## src/rtl/soft_pll_pkg.sv

```systemverilog
// Shared types and default constants for the soft PLL stand-in.
`timescale 1ns/1ps
package soft_pll_pkg;

  typedef enum logic {
    MEASURE = 1'b0,
    LOCKED  = 1'b1
  } pll_state_t;

  localparam int DEF_CLKIN_PERIOD = 10;
  localparam int DEF_PERIOD_TOL   = 1;
  localparam int DEF_LOCK_CNT     = 8;
  localparam int DEF_UNLOCK_CNT   = 4;
  localparam int DEF_OUT0_HALF    = 2;
  localparam int DEF_OUT1_HALF    = 5;
  localparam int DEF_CNT_W        = 16;

  localparam int SYNC_DEPTH = 2;

endpackage

```

## src/rtl/soft_pll_odiv.sv

```systemverilog
// Fixed integer clock divider: toggles its output every HALF clk_tb cycles,
// held low with its counter at zero while i_clr is high.
`timescale 1ns/1ps
module soft_pll_odiv
  import soft_pll_pkg::*;
#(
  parameter int HALF  = DEF_OUT0_HALF,
  parameter int CNT_W = DEF_CNT_W
) (
  input  logic clk_tb,
  input  logic rst_n,
  input  logic i_clr,
  output logic o_clk
);

  localparam logic [CNT_W-1:0] TC_M1 = CNT_W'(HALF - 1);
  localparam logic [CNT_W-1:0] ONE   = CNT_W'(1);

  logic [CNT_W-1:0] r_cnt;
  logic             r_clk;

  always_ff @(posedge clk_tb or negedge rst_n) begin
    if (!rst_n) begin
      r_cnt <= '0;
      r_clk <= 1'b0;
    end else if (i_clr) begin
      r_cnt <= '0;
      r_clk <= 1'b0;
    end else if (r_cnt == TC_M1) begin
      r_cnt <= '0;
      r_clk <= ~r_clk;
    end else begin
      r_cnt <= r_cnt + ONE;
    end
  end

  assign o_clk = r_clk;

endmodule

```

## src/rtl/soft_pll_core.sv

```systemverilog
// Digital PLL stand-in: qualifies clkin1/clkfb periods against clk_tb,
// drives fixed-ratio output clocks and a glitch-free lock indicator.
//
//   state   | meaning
//   MEASURE | counting consecutive good reference periods towards lock
//   LOCKED  | pll_lock high, counting consecutive bad periods towards unlock
`timescale 1ns/1ps
module soft_pll_core
  import soft_pll_pkg::*;
#(
  parameter int CLKIN_PERIOD = DEF_CLKIN_PERIOD,
  parameter int PERIOD_TOL   = DEF_PERIOD_TOL,
  parameter int LOCK_CNT     = DEF_LOCK_CNT,
  parameter int UNLOCK_CNT   = DEF_UNLOCK_CNT,
  parameter int OUT0_HALF    = DEF_OUT0_HALF,
  parameter int OUT1_HALF    = DEF_OUT1_HALF,
  parameter int CNT_W        = DEF_CNT_W
) (
  input  logic clk_tb,
  input  logic rst_n,
  input  logic clkin1,
  input  logic clkfb,
  input  logic pll_rst,
  output logic clkout0,
  output logic clkout1,
  output logic pll_lock
);

  localparam logic [CNT_W-1:0] TIMEOUT   = CNT_W'(2 * CLKIN_PERIOD);
  localparam logic [CNT_W-1:0] PER_LO    = CNT_W'(CLKIN_PERIOD - PERIOD_TOL);
  localparam logic [CNT_W-1:0] PER_HI    = CNT_W'(CLKIN_PERIOD + PERIOD_TOL);
  localparam logic [CNT_W-1:0] LOCK_TC   = CNT_W'(LOCK_CNT);
  localparam logic [CNT_W-1:0] UNLOCK_TC = CNT_W'(UNLOCK_CNT);
  localparam logic [CNT_W-1:0] ONE       = CNT_W'(1);

  logic [SYNC_DEPTH-1:0] r_in_sync, r_fb_sync, r_rst_sync;
  logic                  r_in_d, r_fb_d;
  logic                  w_in_edge, w_fb_edge, w_clr;

  always_ff @(posedge clk_tb or negedge rst_n) begin
    if (!rst_n) begin
      r_in_sync  <= '0;
      r_fb_sync  <= '0;
      r_rst_sync <= '0;
      r_in_d     <= 1'b0;
      r_fb_d     <= 1'b0;
    end else begin
      r_in_sync  <= {r_in_sync[SYNC_DEPTH-2:0], clkin1};
      r_fb_sync  <= {r_fb_sync[SYNC_DEPTH-2:0], clkfb};
      r_rst_sync <= {r_rst_sync[SYNC_DEPTH-2:0], pll_rst};
      r_in_d     <= r_in_sync[SYNC_DEPTH-1];
      r_fb_d     <= r_fb_sync[SYNC_DEPTH-1];
    end
  end

  assign w_in_edge = r_in_sync[SYNC_DEPTH-1] & ~r_in_d;
  assign w_fb_edge = r_fb_sync[SYNC_DEPTH-1] & ~r_fb_d;
  assign w_clr     = r_rst_sync[SYNC_DEPTH-1];

  logic [CNT_W-1:0] r_cnt_in;
  logic             r_armed, r_fb_seen;
  logic             w_eval, w_timeout, w_in_tol, w_good, w_bad;

  assign w_eval    = w_in_edge & r_armed;
  assign w_timeout = (r_cnt_in == TIMEOUT) & ~w_in_edge;
  assign w_in_tol  = (r_cnt_in >= PER_LO) && (r_cnt_in <= PER_HI);
  assign w_good    = w_eval & w_in_tol & r_fb_seen;
  assign w_bad     = (w_eval & ~w_good) | w_timeout;

  // An fb edge coinciding with an evaluation belongs to the next period.
  always_ff @(posedge clk_tb or negedge rst_n) begin
    if (!rst_n) begin
      r_cnt_in  <= '0;
      r_armed   <= 1'b0;
      r_fb_seen <= 1'b0;
    end else if (w_clr) begin
      r_cnt_in  <= '0;
      r_armed   <= 1'b0;
      r_fb_seen <= 1'b0;
    end else begin
      if (w_in_edge)              r_cnt_in <= ONE;
      else if (w_timeout)         r_cnt_in <= '0;
      else if (r_cnt_in != TIMEOUT) r_cnt_in <= r_cnt_in + ONE;
      if (w_in_edge) r_armed <= 1'b1;
      if (w_eval)         r_fb_seen <= w_fb_edge;
      else if (w_fb_edge) r_fb_seen <= 1'b1;
    end
  end

  pll_state_t       r_state, w_state_nxt;
  logic [CNT_W-1:0] r_good_cnt, w_good_nxt, r_bad_cnt, w_bad_nxt;
  logic             r_lock;

  always_comb begin
    w_state_nxt = r_state;
    w_good_nxt  = r_good_cnt;
    w_bad_nxt   = r_bad_cnt;
    case (r_state)
      MEASURE: begin
        if (w_good) begin
          w_good_nxt = (r_good_cnt == '1) ? r_good_cnt : r_good_cnt + ONE;
          if (w_good_nxt >= LOCK_TC) begin
            w_state_nxt = LOCKED;
            w_bad_nxt   = '0;
          end
        end else if (w_bad) begin
          w_good_nxt = '0;
        end
      end
      LOCKED: begin
        if (w_good) begin
          w_bad_nxt = '0;
        end else if (w_bad) begin
          w_bad_nxt = (r_bad_cnt == '1) ? r_bad_cnt : r_bad_cnt + ONE;
          if (w_bad_nxt >= UNLOCK_TC) begin
            w_state_nxt = MEASURE;
            w_good_nxt  = '0;
          end
        end
      end
      default: w_state_nxt = MEASURE;
    endcase
  end

  always_ff @(posedge clk_tb or negedge rst_n) begin
    if (!rst_n) begin
      r_state    <= MEASURE;
      r_good_cnt <= '0;
      r_bad_cnt  <= '0;
      r_lock     <= 1'b0;
    end else if (w_clr) begin
      r_state    <= MEASURE;
      r_good_cnt <= '0;
      r_bad_cnt  <= '0;
      r_lock     <= 1'b0;
    end else begin
      r_state    <= w_state_nxt;
      r_good_cnt <= w_good_nxt;
      r_bad_cnt  <= w_bad_nxt;
      r_lock     <= (w_state_nxt == LOCKED);
    end
  end

  assign pll_lock = r_lock;

  // Dividers free-run regardless of lock since clkfb is derived from clkout0.
  soft_pll_odiv #(.HALF(OUT0_HALF), .CNT_W(CNT_W)) u_odiv0 (
    .clk_tb (clk_tb),
    .rst_n  (rst_n),
    .i_clr  (w_clr),
    .o_clk  (clkout0)
  );

  soft_pll_odiv #(.HALF(OUT1_HALF), .CNT_W(CNT_W)) u_odiv1 (
    .clk_tb (clk_tb),
    .rst_n  (rst_n),
    .i_clr  (w_clr),
    .o_clk  (clkout1)
  );

endmodule

```

## config.mk

```make
export PLATFORM = sky130hd
export DESIGN_NAME = soft_pll_core
export DESIGN_NICKNAME = d
export VERILOG_FILES = /design/src/rtl/soft_pll_pkg.sv /design/src/rtl/soft_pll_odiv.sv /design/src/rtl/soft_pll_core.sv
export SDC_FILE = /design/constraint.sdc
export NUM_CORES = 1
export LEC_CHECK = 0
export ABC_AREA = 1
export ABC_CLOCK_PERIOD_IN_PS = 2800
export BUFFER_PORTS_ARGS = -buffer_cell sky130_fd_sc_hd__buf_2
export CORE_UTILIZATION = 65
export CTS_BUF_LIST = sky130_fd_sc_hd__clkbuf_2 sky130_fd_sc_hd__clkbuf_4 sky130_fd_sc_hd__clkbuf_8
export CTS_CLUSTER_DIAMETER = 50
export DETAILED_ROUTE_END_ITERATION = 12
export PLACE_DENSITY_LB_ADDON = 0.3
export SLEW_MARGIN = 20
export SYNTH_ARGS = -nofsm -noshare
export SYNTH_HDL_FRONTEND = slang
export SYNTH_SLANG_ARGS = --single-unit
export TNS_END_PERCENT = 5
```

## constraint.sdc

```tcl
create_clock -name clk_tb -period 2.8 [get_ports clk_tb]
set_clock_uncertainty 0.1 [all_clocks]
set_input_delay 0.56 -clock clk_tb [delete_from_list [all_inputs] [get_ports clk_tb]]
set_output_delay 0.56 -clock clk_tb [all_outputs]
set_load 0.02 [all_outputs]
```

==> out/qor.yml <==
run_status:
  status: "finished, final reports clean"
die:
  dieWidth_um: 94.3
  rows: 33
  die_h_um: 94.3
  dieArea_um2: 8900
  start_util_pct: 67.5
  ios: 8
  coreArea_um2: 8220
worst_setup_path:
  worstSetupPathType: "reg -> reg"
  regToRegStartpoint: "r_bad_cnt[0]"
  critPathRequiredTime_ns: 2.97
  end_kind: "flop"
  critPathLaunch: "r_bad_cnt[0]"
  cp-start-kind: "flop"
  cp_data_arrival_time_ns: 2.70
  cp_max_fo: 10
synth:
  synth_edf_count: 0
  synthesis.nets: 774
  ys_seq_area_share_pct: 42.0
  syn_area_um2: 5540
  synth_cells: 759
  avgSynthCellArea_um2: 7.30
  ys_types: 39
  synth_ff_type: "dfrtp_1"
  ys_warn_count: 0
  synthArstFlopShare_pct: 100
  ys_seq_elements: 93
routing:
  vias_per_cell: 5.76
  route.detailed.drc: 0
  drtIter0Drc: 317
  dr.pass1.iters: 4
  wl_um: 12400
  antenna_left: 0
  vias: 5096
  routedWlPerCell_um: 14.0
power_and_ir_drop:
  powerDensity_nw_per_um2: 419
  p_leak_nw: 2.81
  peakVddDrop_mv: 0.347
cts:
  h-tree-depth: 3
  cts_setup_buffers: 0
  clock-sinks: 93
  post_cts_resize_count: 0
  clk_latency_ns: 0.36
  clk_pin_slew_ns: 0.10
  cts_tree: "built"
  ctsHoldBuffers: 0
  clk_path_buf_depth: 2
  root_buffer: "clkbuf_8"
  cts_buffers: 9
cells_and_area:
  syn_to_final_growth_pct: 7.29
  antennaDiodeCount: 0
  drive_gt1_share_pct: 7.05
  final_nets: 790
placed_design:
  place.gp.congestion: 0.994
  dp_slack_ns: 0.314
  hpwl_um: 9070
  io_buffer_count: 7
grt:
  grt.total_usage_pct: 29.8
  grt_pass1_vias: 4771
  grt_pass1_wl_um: 20900
  grt_max_degree: 48
  grt.overflow.total: 0
  antenna_found_initial: 0
flow_run:
  maxCapViolations: 0
timing:
  drv_slew: 0
  tightest_slew_ns: 0.607
  slew_headroom_pct: 59.5
  setup_slack_ns: 0.270
  period_needed_ns: 2.53
  hold_viol: 0
  fmax_ghz: 0.395
  period_share_pct: 90.4
  final-setup-viol-count: 0
  grt_setup_unrepaired: "no"
  setup_tns_ns: 0
min_path:
  hold_path_class: "in -> async"
cell usage in the layout, fill, tap and decap left out, drive strengths merged, types with 15 or more instances in the layout:
master  Yosys  final
inv       104    105
dfrtp      93     93
nor3       18     18
nand2     179    179
buf         5     20
o21ai      15     15
nor2      114    114
nand3      89     89
nand4      31     31
a21oi      20     20
cell type report:
class / count / area [um2]
sequential: 93 / 2330
timing repair buffer: 20 / 148
multi-input combinational: 546 / 2740
fill: 618 / 2270
inverter: 105 / 394
clock inverter: 6 / 71.3
clock buffer: 10 / 131
tap: 105 / 131
sequential cells by signal, indices dropped and copies added, names as in the netlist:
name	cells
r_armed	1
r_cnt_in	16
u_odiv0.r_cnt	16
r_fb_seen	1
u_odiv0.o_clk	1
r_fb_sync	2
r_fb_d	1
r_rst_sync	2
u_odiv1.r_cnt	16
r_bad_cnt	16
pll_lock	1
r_good_cnt	16
r_in_sync	2
r_in_d	1
u_odiv1.o_clk	1
synthesized netlist by cell type (all sizes together), types with 7 or more instances:
library cell | number | area [um2]
a211oi | 13 | 97.6
a21oi | 20 | 100
clkbuf | 10 | 37.5
dfrtp | 93 | 2330
ha | 10 | 125
inv | 104 | 390
nand2 | 179 | 692
nand3 | 89 | 450
nand4 | 31 | 194
nor2 | 114 | 463
nor3 | 18 | 90.1
nor3b | 11 | 82.6
nor4 | 7 | 43.8
o21ai | 15 | 82.6
xnor2 | 8 | 70.1
xor2 | 13 | 114
logic make-up (layout without fill, tap and decap cells):
group	Yosys count	count (layout)	share of synthesized area, %
DFF	93	93	42.0
adders and majority gates	10	10	2.26
buffers and inverters	120	141	8.51
and+or+nand+nor	452	452	36.8
AOI/OAI and AO/OA	63	63	7.16
xor gates and xnor gates	21	21	3.32
report_power, final:
group          internal [W]  switching [W]  total, W
logic             0.0000473       0.000111  0.000159
clock network      0.000429       0.000508  0.000937
registers           0.00137      0.0000257   0.00139
total               0.00184       0.000645   0.00249
through the flow:
step	total power [W]	cells	utilization, %	cell area (um2)	hold WS [ns]
global route	0.00258	885	72.4	5950	0.133
CTS	0.00250	885	72.4	5950	0.113
finish	0.00249	885	72.4	5950	0.0946
floorplan	0.00151	759	-	5540	0.164
global placement	0.00157	869	69.9	5740	0.231
detailed placement	0.00158	869	69.9	5740	0.236
worst max-delay path: stages, from the launching register on:
cell and delay (ns):
dfrtp_1 0.44, ha_1 0.26, nand2_1 0.08, nor2_1 0.05, nand2_1 0.11, inv_1 0.07
nand2_1 0.24, buf_4 0.23, nand4_1 0.10, nor2_1 0.11, nand3_1 0.09, nand2_2 0.18
nand2_1 0.21, nand2_1 0.12, nand2_1 0.05
layer usage:
metal / share of wire, % / GRT usage, %
met3: 5.6 / 4.59
met1: 44 / 39.6
met4: 1.8 / 10.9
met5: 0 / 0
met2: 49 / 49.6
worst paths after layout:
kind | to | slack (ns) | cells past startpoint
worst max-delay path | r_good_cnt[8] | 0.27 | 14
max in group asynchronous | r_fb_sync[0] | 1.84 | 2
min in group clk_tb | r_in_sync[0] | 0.19 | 1
worst min-delay path | r_bad_cnt[7] | 0.09 | 1
worst min register to register | r_rst_sync[1] | 0.25 | 0
worst max register to register | r_good_cnt[8] | 0.27 | 14
(Power assumes the default switching activity.)
